==> src/rtl/uart_echo_tester.sv <==
// UART echo tester: sends an incrementing byte pattern through uart_tx and
// compares each echo returned through uart_rx. Mismatches and missing echoes
// are counted, and the run ends with a pass/fail verdict.
module uart_echo_tester #(
    parameter int unsigned NUM_BYTES      = 256,
    parameter logic [7:0]  SEED           = 8'h00,
    parameter int unsigned TIMEOUT_CYCLES = 2000000
) (
    input  logic        clk,
    input  logic        reset,
    input  logic        start,
    input  logic        tx_busy,
    output logic        tx_enable,
    output logic [7:0]  tx_data,
    input  logic        recv_valid,
    input  logic [7:0]  recv_data,
    output logic        busy,
    output logic        done,
    output logic        pass,
    output logic [15:0] err_count,
    output logic [15:0] timeout_count
);

    localparam int unsigned TW       = $clog2(TIMEOUT_CYCLES + 1);
    localparam logic [TW-1:0] T_LAST = TW'(TIMEOUT_CYCLES - 1);
    localparam logic [15:0] IDX_LAST = 16'(NUM_BYTES - 1);

    typedef enum logic [2:0] {
        S_IDLE,
        S_SEND,
        S_WAIT_ECHO,
        S_NEXT,
        S_DONE
    } state_e;

    state_e        state_q, state_d;
    logic [7:0]    byte_q, byte_d;
    logic [15:0]   idx_q, idx_d;
    logic [TW-1:0] timer_q, timer_d;
    logic          tx_enable_q, tx_enable_d;
    logic [7:0]    tx_data_q, tx_data_d;
    logic          busy_q, busy_d;
    logic          done_q, done_d;
    logic          pass_q, pass_d;
    logic [15:0]   err_q, err_d;
    logic [15:0]   to_q, to_d;

    // State and output registers; reset clears everything, aborting any run.
    always_ff @(posedge clk or posedge reset) begin
        if (reset) begin
            state_q     <= S_IDLE;
            byte_q      <= '0;
            idx_q       <= '0;
            timer_q     <= '0;
            tx_enable_q <= 1'b0;
            tx_data_q   <= '0;
            busy_q      <= 1'b0;
            done_q      <= 1'b0;
            pass_q      <= 1'b0;
            err_q       <= '0;
            to_q        <= '0;
        end else begin
            state_q     <= state_d;
            byte_q      <= byte_d;
            idx_q       <= idx_d;
            timer_q     <= timer_d;
            tx_enable_q <= tx_enable_d;
            tx_data_q   <= tx_data_d;
            busy_q      <= busy_d;
            done_q      <= done_d;
            pass_q      <= pass_d;
            err_q       <= err_d;
            to_q        <= to_d;
        end
    end

    // Next-state logic: send a byte, await its echo or a timeout, advance.
    always_comb begin
        state_d     = state_q;
        byte_d      = byte_q;
        idx_d       = idx_q;
        timer_d     = timer_q;
        tx_enable_d = 1'b0;
        tx_data_d   = tx_data_q;
        busy_d      = busy_q;
        done_d      = done_q;
        pass_d      = pass_q;
        err_d       = err_q;
        to_d        = to_q;

        case (state_q)
            S_IDLE, S_DONE: begin
                if (start) begin
                    byte_d  = SEED;
                    idx_d   = '0;
                    err_d   = '0;
                    to_d    = '0;
                    done_d  = 1'b0;
                    pass_d  = 1'b0;
                    busy_d  = 1'b1;
                    state_d = S_SEND;
                end
            end
            S_SEND: begin
                if (!tx_busy) begin
                    tx_enable_d = 1'b1;
                    tx_data_d   = byte_q;
                    timer_d     = '0;
                    state_d     = S_WAIT_ECHO;
                end
            end
            S_WAIT_ECHO: begin
                timer_d = timer_q + 1'b1;
                // An echo on the final timeout cycle still counts as received.
                if (recv_valid) begin
                    if (recv_data != byte_q && err_q != '1) begin
                        err_d = err_q + 16'd1;
                    end
                    state_d = S_NEXT;
                end else if (timer_q == T_LAST) begin
                    if (to_q != '1) begin
                        to_d = to_q + 16'd1;
                    end
                    state_d = S_NEXT;
                end
            end
            S_NEXT: begin
                if (idx_q == IDX_LAST) begin
                    busy_d  = 1'b0;
                    done_d  = 1'b1;
                    pass_d  = (err_q == '0) && (to_q == '0);
                    state_d = S_DONE;
                end else begin
                    idx_d   = idx_q + 16'd1;
                    byte_d  = byte_q + 8'd1;
                    state_d = S_SEND;
                end
            end
            default: begin
                state_d = S_IDLE;
            end
        endcase
    end

    assign tx_enable     = tx_enable_q;
    assign tx_data       = tx_data_q;
    assign busy          = busy_q;
    assign done          = done_q;
    assign pass          = pass_q;
    assign err_count     = err_q;
    assign timeout_count = to_q;

endmodule
==> config.mk <==
export PLATFORM = sky130hd
export DESIGN_NAME = uart_echo_tester
export DESIGN_NICKNAME = d
export VERILOG_FILES = /design/src/rtl/uart_echo_tester.sv
export SDC_FILE = /design/constraint.sdc
export NUM_CORES = 1
export LEC_CHECK = 0
export CORE_ASPECT_RATIO = 0.7
export CORE_MARGIN = 1
export CORE_UTILIZATION = 30
export CTS_CLUSTER_DIAMETER = 200
export DETAILED_ROUTE_END_ITERATION = 10
export PLACE_DENSITY = 0.56
export SYNTH_ARGS = -nofsm -noshare
export SYNTH_HDL_FRONTEND = slang
export SYNTH_SLANG_ARGS = --single-unit
==> constraint.sdc <==
create_clock -name clk -period 4.9 [get_ports clk]
set_input_delay 1.47 -clock clk [delete_from_list [all_inputs] [get_ports clk]]
set_output_delay 1.47 -clock clk [all_outputs]
set_load 0.005 [all_outputs]
# Word level (Yosys, flattened, before mapping)
# Index checks and enable logic that the tools add are counted.
# word_totals
ff_bits	92
inputBits	13
output_inout_bits	44
word_cells	83
# classes
add_sub_neg	5
eq_ne	19
mux	31
bitwise	1
n_reduce_logical	16
# op_table
cell	count
$mux 16	7
$pmux 16 s2	3
$add 16x1->16 const B	3
$pmux 21 s2	1
$logic_not 16->1	2
$ne 16x16->1 const B	2
$add 21x1->21 const B	1
$eq 21x21->1 const B	1
$mux 21	1
$ne 2x2->1 const B	9
$eq 16x8->1 const B	1
$mux 8	2
$pmux 8 s2	1
$mux 3	5
$pmux 3 s4	1
$reduce_and 3->1	3
$add 8x1->8 const B	1
$ne 8x8->1	1
$mux 1	7
$eq 3x2->1 const B	2
$pmux 1 s2	3
$reduce_bool 2->1	3
$reduce_and 5->1	1
$reduce_and 2->1	2
other kinds (8)	9

# Longest topological paths before layout
# depth
ltp_word	5
ltp_mapped	8
ltp_nobuf	6

# Least setup slack after synthesis
# Ideal clock, no wire load.
# synth_timing
path_type	input -> register
startpoint	input port recv_valid
endpoint	register to_q[6] (netlist: timeout_count[6])
t_arrival_ns	2.669
required_time_ns	4.765
setup_slack_ns	2.096
path_stages	7
n_path_buf	2
path_cell_list	nor2b_1 nand4_1 nor4_2 or2_0 buf_2 buf_2 a31oi_1
# synth_between
elab_chain_cells	2
# synth_rtl
element	line_no	text
start: declaration	15	input logic recv_valid,
$ne 2x2->1 (no source line)	--	
$reduce_and 5->1 (no source line)	--	
end signal: assignment	73	to_q <= to_d;
end: declaration	46	logic [15:0] to_q, to_d;
# Every way passes these cells.
# A chain may end at the register's enable or synchronous reset.

# Worst setup path after layout
# layout_timing
startpoint	input port recv_valid
endpoint	register to_q[0] (netlist: timeout_count[0])
# Same word-level chain as after synthesis.

==> metrics <==
Max Clock Freq a little under 0.3 GHz; Non-Filler Instances between 800 and 900; Layout area overhead 21.2%; DPL Wire Length 9.03 mm; worst hold path type reg -> reg; Die Ht 110 um; crit-path max FO 16; cell count after synthesis 540; Netlist cell types 60; pwr/cell area 367 nW/um^2; CP max stage cell or2_0; max cap viols 0; min cycle time layout around 3400 ps; max-slew violations 0; Seq cells post-synth 92; post-cts resize count 0; Die X around 160 um; clock sinks approximately 90; placed insts ~800; total wire length roughly 13 mm; number of antenna repair diodes 0; RSZ-0062 raised after global routing no; final setup vio count 0; layout cell share with drive strength beyond 1 under 10%; share of the synthesized area in the top cell type between 40 and 50%; largest net degree at the start of global routing between 90 and 100; Post-synth top cells 92 x dfrtp_1, 72 x nand2_1, 38 x nand3_1; clk buf depth 2; Mapped Area around 5000 sq um; IO Port Bufs between 50 and 60; YS warnings 0; period utilisation layout between 60% and 70%; CTS clk-pin slew, worst paths around 70 ps; r2r setup slk around 2000 ps; worst skew pair latency roughly 350 ps; initial antenna violation count 0; Critical Path, Cell by Cell clkdlybuf4s50_1 > nor2b_1 > nand4_1 > nor4_2 > buf_4 > or2_0 > o21ai_0; Post-CTS Hold Buffers 0; core area 15,800 sq um; remaining global-route overflow 0; startpoint types input pin; Worst EP required approximately 5100 ps; CTS Root Cell clkbuf_16; via count approximately 4,300; Total GRT Usage between 10% and 20%; sequential fraction of the synthesis area a little under half; worst slew pin tran slightly below 900 ps; Setup crit end kind flip-flop; GP Congestion around 0.8; crit-path max cell delay a little under 700 ps; CP Buf/Inv Count 2; vias in the first global route 4,224; Inserted Clock Buffers 9; routed vias/inst roughly 5.3; status finished clean; RR Endpoint err_count[0]$_DFFE_PP0P_; setup_tns 0 ps; Worst path depth 7; Final WS setup between 1000 and 1500 ps; wire length per cell 16.4 um; # DRC 0; Syn Nets 560; Synth area leader dfrtp_1; crit-path leading delay family simple AND/OR/NAND/NOR gates; CP arrival between 3000 and 4000 ps; total power 2.21 mW; # IOs 57; Nets slightly above 600; Worst Clk Skew around 11 ps; Post-synth EDFFs 0; worst reg2reg startpoint state_q[1]$_DFFE_PP0P_; CTS tree done; post-CTS setup buffers 0; largest cells by area after synthesis dfrtp_1 46%, nand2_1 5.4%, nand3_1 3.8%, nand4_1 3.4%, o21ai_0 3.1%; predominant post-synthesis flop cell dfrtp_1; global-route wire length before repair about 22 mm; Static Leak around 2.5 nW; antenna viol nets, final 0; crit path kind in -> reg; number of core rows 38; Hold Slack 477 ps; worst setup path end timeout_count[0]$_DFFE_PP0P_; maximum VDD drop about 0.16 mV; Rel. slew slack roughly two fifths; crit path launch recv_valid; htree depth 3; worst-case reg-to-reg path depth 5; syn avg cell area around 9.2 sq um; die area ~17,000 sq um; initial DRC count a little over 400; Final Hold Violating Endpoints 0; most common cell in the synthesized netlist dfrtp_1; starting density of the core about a third; Place WS approximately 1100 ps; Async S/R FF share, synth 100%; Detailed Routing Iterations Pass 1 5
layer usage:
layer,global-route usage (%),share of wire [%],vias to the layer above
li1,-,-,2088
met1,24.7,52,2108
met2,24.2,41,132
met3,3.67,5.1,13
met4,4.62,0.99,0
met5,0,0,-
layout by cell type (no fill, tap or decap), drive strengths merged, types with 2 or more instances in the layout:
| cell | netlist | final |
|---|---|---|
| and2 | 3 | 3 |
| and4 | 3 | 3 |
| or2 | 2 | 2 |
| o22a | 6 | 6 |
| mux2i | 6 | 6 |
| clkinvlp | 0 | 3 |
| xor2 | 6 | 6 |
| or3 | 3 | 3 |
| a21o | 3 | 3 |
| xnor2 | 16 | 16 |
| a21bo | 3 | 3 |
| and3 | 14 | 14 |
| o21a | 7 | 7 |
| nand3 | 38 | 38 |
| or4 | 5 | 5 |
| nor4b | 6 | 6 |
| nand2 | 72 | 72 |
| clkbuf | 14 | 11 |
| a21oi | 16 | 16 |
| dfrtp | 92 | 92 |
| nor2b | 3 | 3 |
| nor3b | 2 | 2 |
| o21ai | 34 | 34 |
| nor3 | 19 | 19 |
| clkinv | 1 | 3 |
| nand4 | 27 | 27 |
| a41oi | 6 | 6 |
| nor2 | 37 | 37 |
| o31ai | 10 | 10 |
| nor4 | 18 | 18 |
| inv | 13 | 12 |
| clkdlybuf4s50 | 0 | 56 |
| buf | 11 | 5 |
| ha | 7 | 7 |
| o211ai | 7 | 7 |
| a31oi | 14 | 14 |
| a211o | 3 | 3 |
per-stage QoR:
stage	area [sq um]	utilization [%]
3_3_place_gp	5730	36.2
6_report	6030	38.1
5_1_grt	6030	38.1
2_1_floorplan	4970	-
4_1_cts	6030	38.1
3_5_place_dp	5730	36.2
flip-flops by register name, indices dropped and copies added, names as in the netlist, 3 cells and up:
register	count
timeout_count	16
byte_q	8
err_count	16
timer_q	21
state_q	3
tx_data	8
idx_q	16
kinds of logic (layout without fill, tap and decap cells):
kind of cell | count (synthesis) | after routing | share of synthesized area (%)
XOR/XNOR | 22 | 22 | 3.87
flip-flops | 92 | 92 | 46.3
buffers and inverters | 39 | 91 | 3.87
adder cells (fa/ha/maj) | 7 | 7 | 1.76
multiplexers | 7 | 7 | 1.43
AND/OR/NAND/NOR | 255 | 255 | 26.7
AO/OA/AOI/OAI | 118 | 118 | 16.1
area by class of cell:
| cell class | instances | area (sq um) |
|---|---|---|
| fill | 1579 | 9800 |
| multi-input combinational | 409 | 2480 |
| sequential | 92 | 2300 |
| timing repair buffer | 61 | 611 |
| tap | 220 | 275 |
| clock buffer | 11 | 243 |
| clock inverter | 5 | 61.3 |
| inverter | 14 | 53.8 |
worst min-delay path by stage:
stage	cells past startpoint	endpoint	startpoint	slack, ps
floorplan	1	timer_q[20]$_DFFE_PP0P_	timer_q[20]$_DFFE_PP0P_	440
CTS	1	timer_q[20]$_DFFE_PP0P_	timer_q[20]$_DFFE_PP0P_	480
finish	2	tx_data[4]$_DFFE_PP0P_	tx_data[4]$_DFFE_PP0P_	480
global route	1	timer_q[20]$_DFFE_PP0P_	timer_q[20]$_DFFE_PP0P_	500
detailed placement	1	timer_q[20]$_DFFE_PP0P_	timer_q[20]$_DFFE_PP0P_	470
global placement	2	tx_data[7]$_DFFE_PP0P_	tx_data[7]$_DFFE_PP0P_	460
report_power, final:
part / leakage (nW) / switching [mW] / total, mW / internal [mW]
Combinational: 1.05 / 0.367 / 0.575 / 0.209
Clock: 0.138 / 0.305 / 0.716 / 0.411
Sequential: 1.27 / 0.0930 / 0.923 / 0.830
Total: 2.45 / 0.765 / 2.21 / 1.45
worst reg2reg max path: stages, from the launching register on:
cell	delay, ps
dfrtp_1	490
or3b_1	760
o32ai_1	390
a41oi_1	180
a21oi_2	730
mux2_2	300
Power figures use the tool's default switching activity.
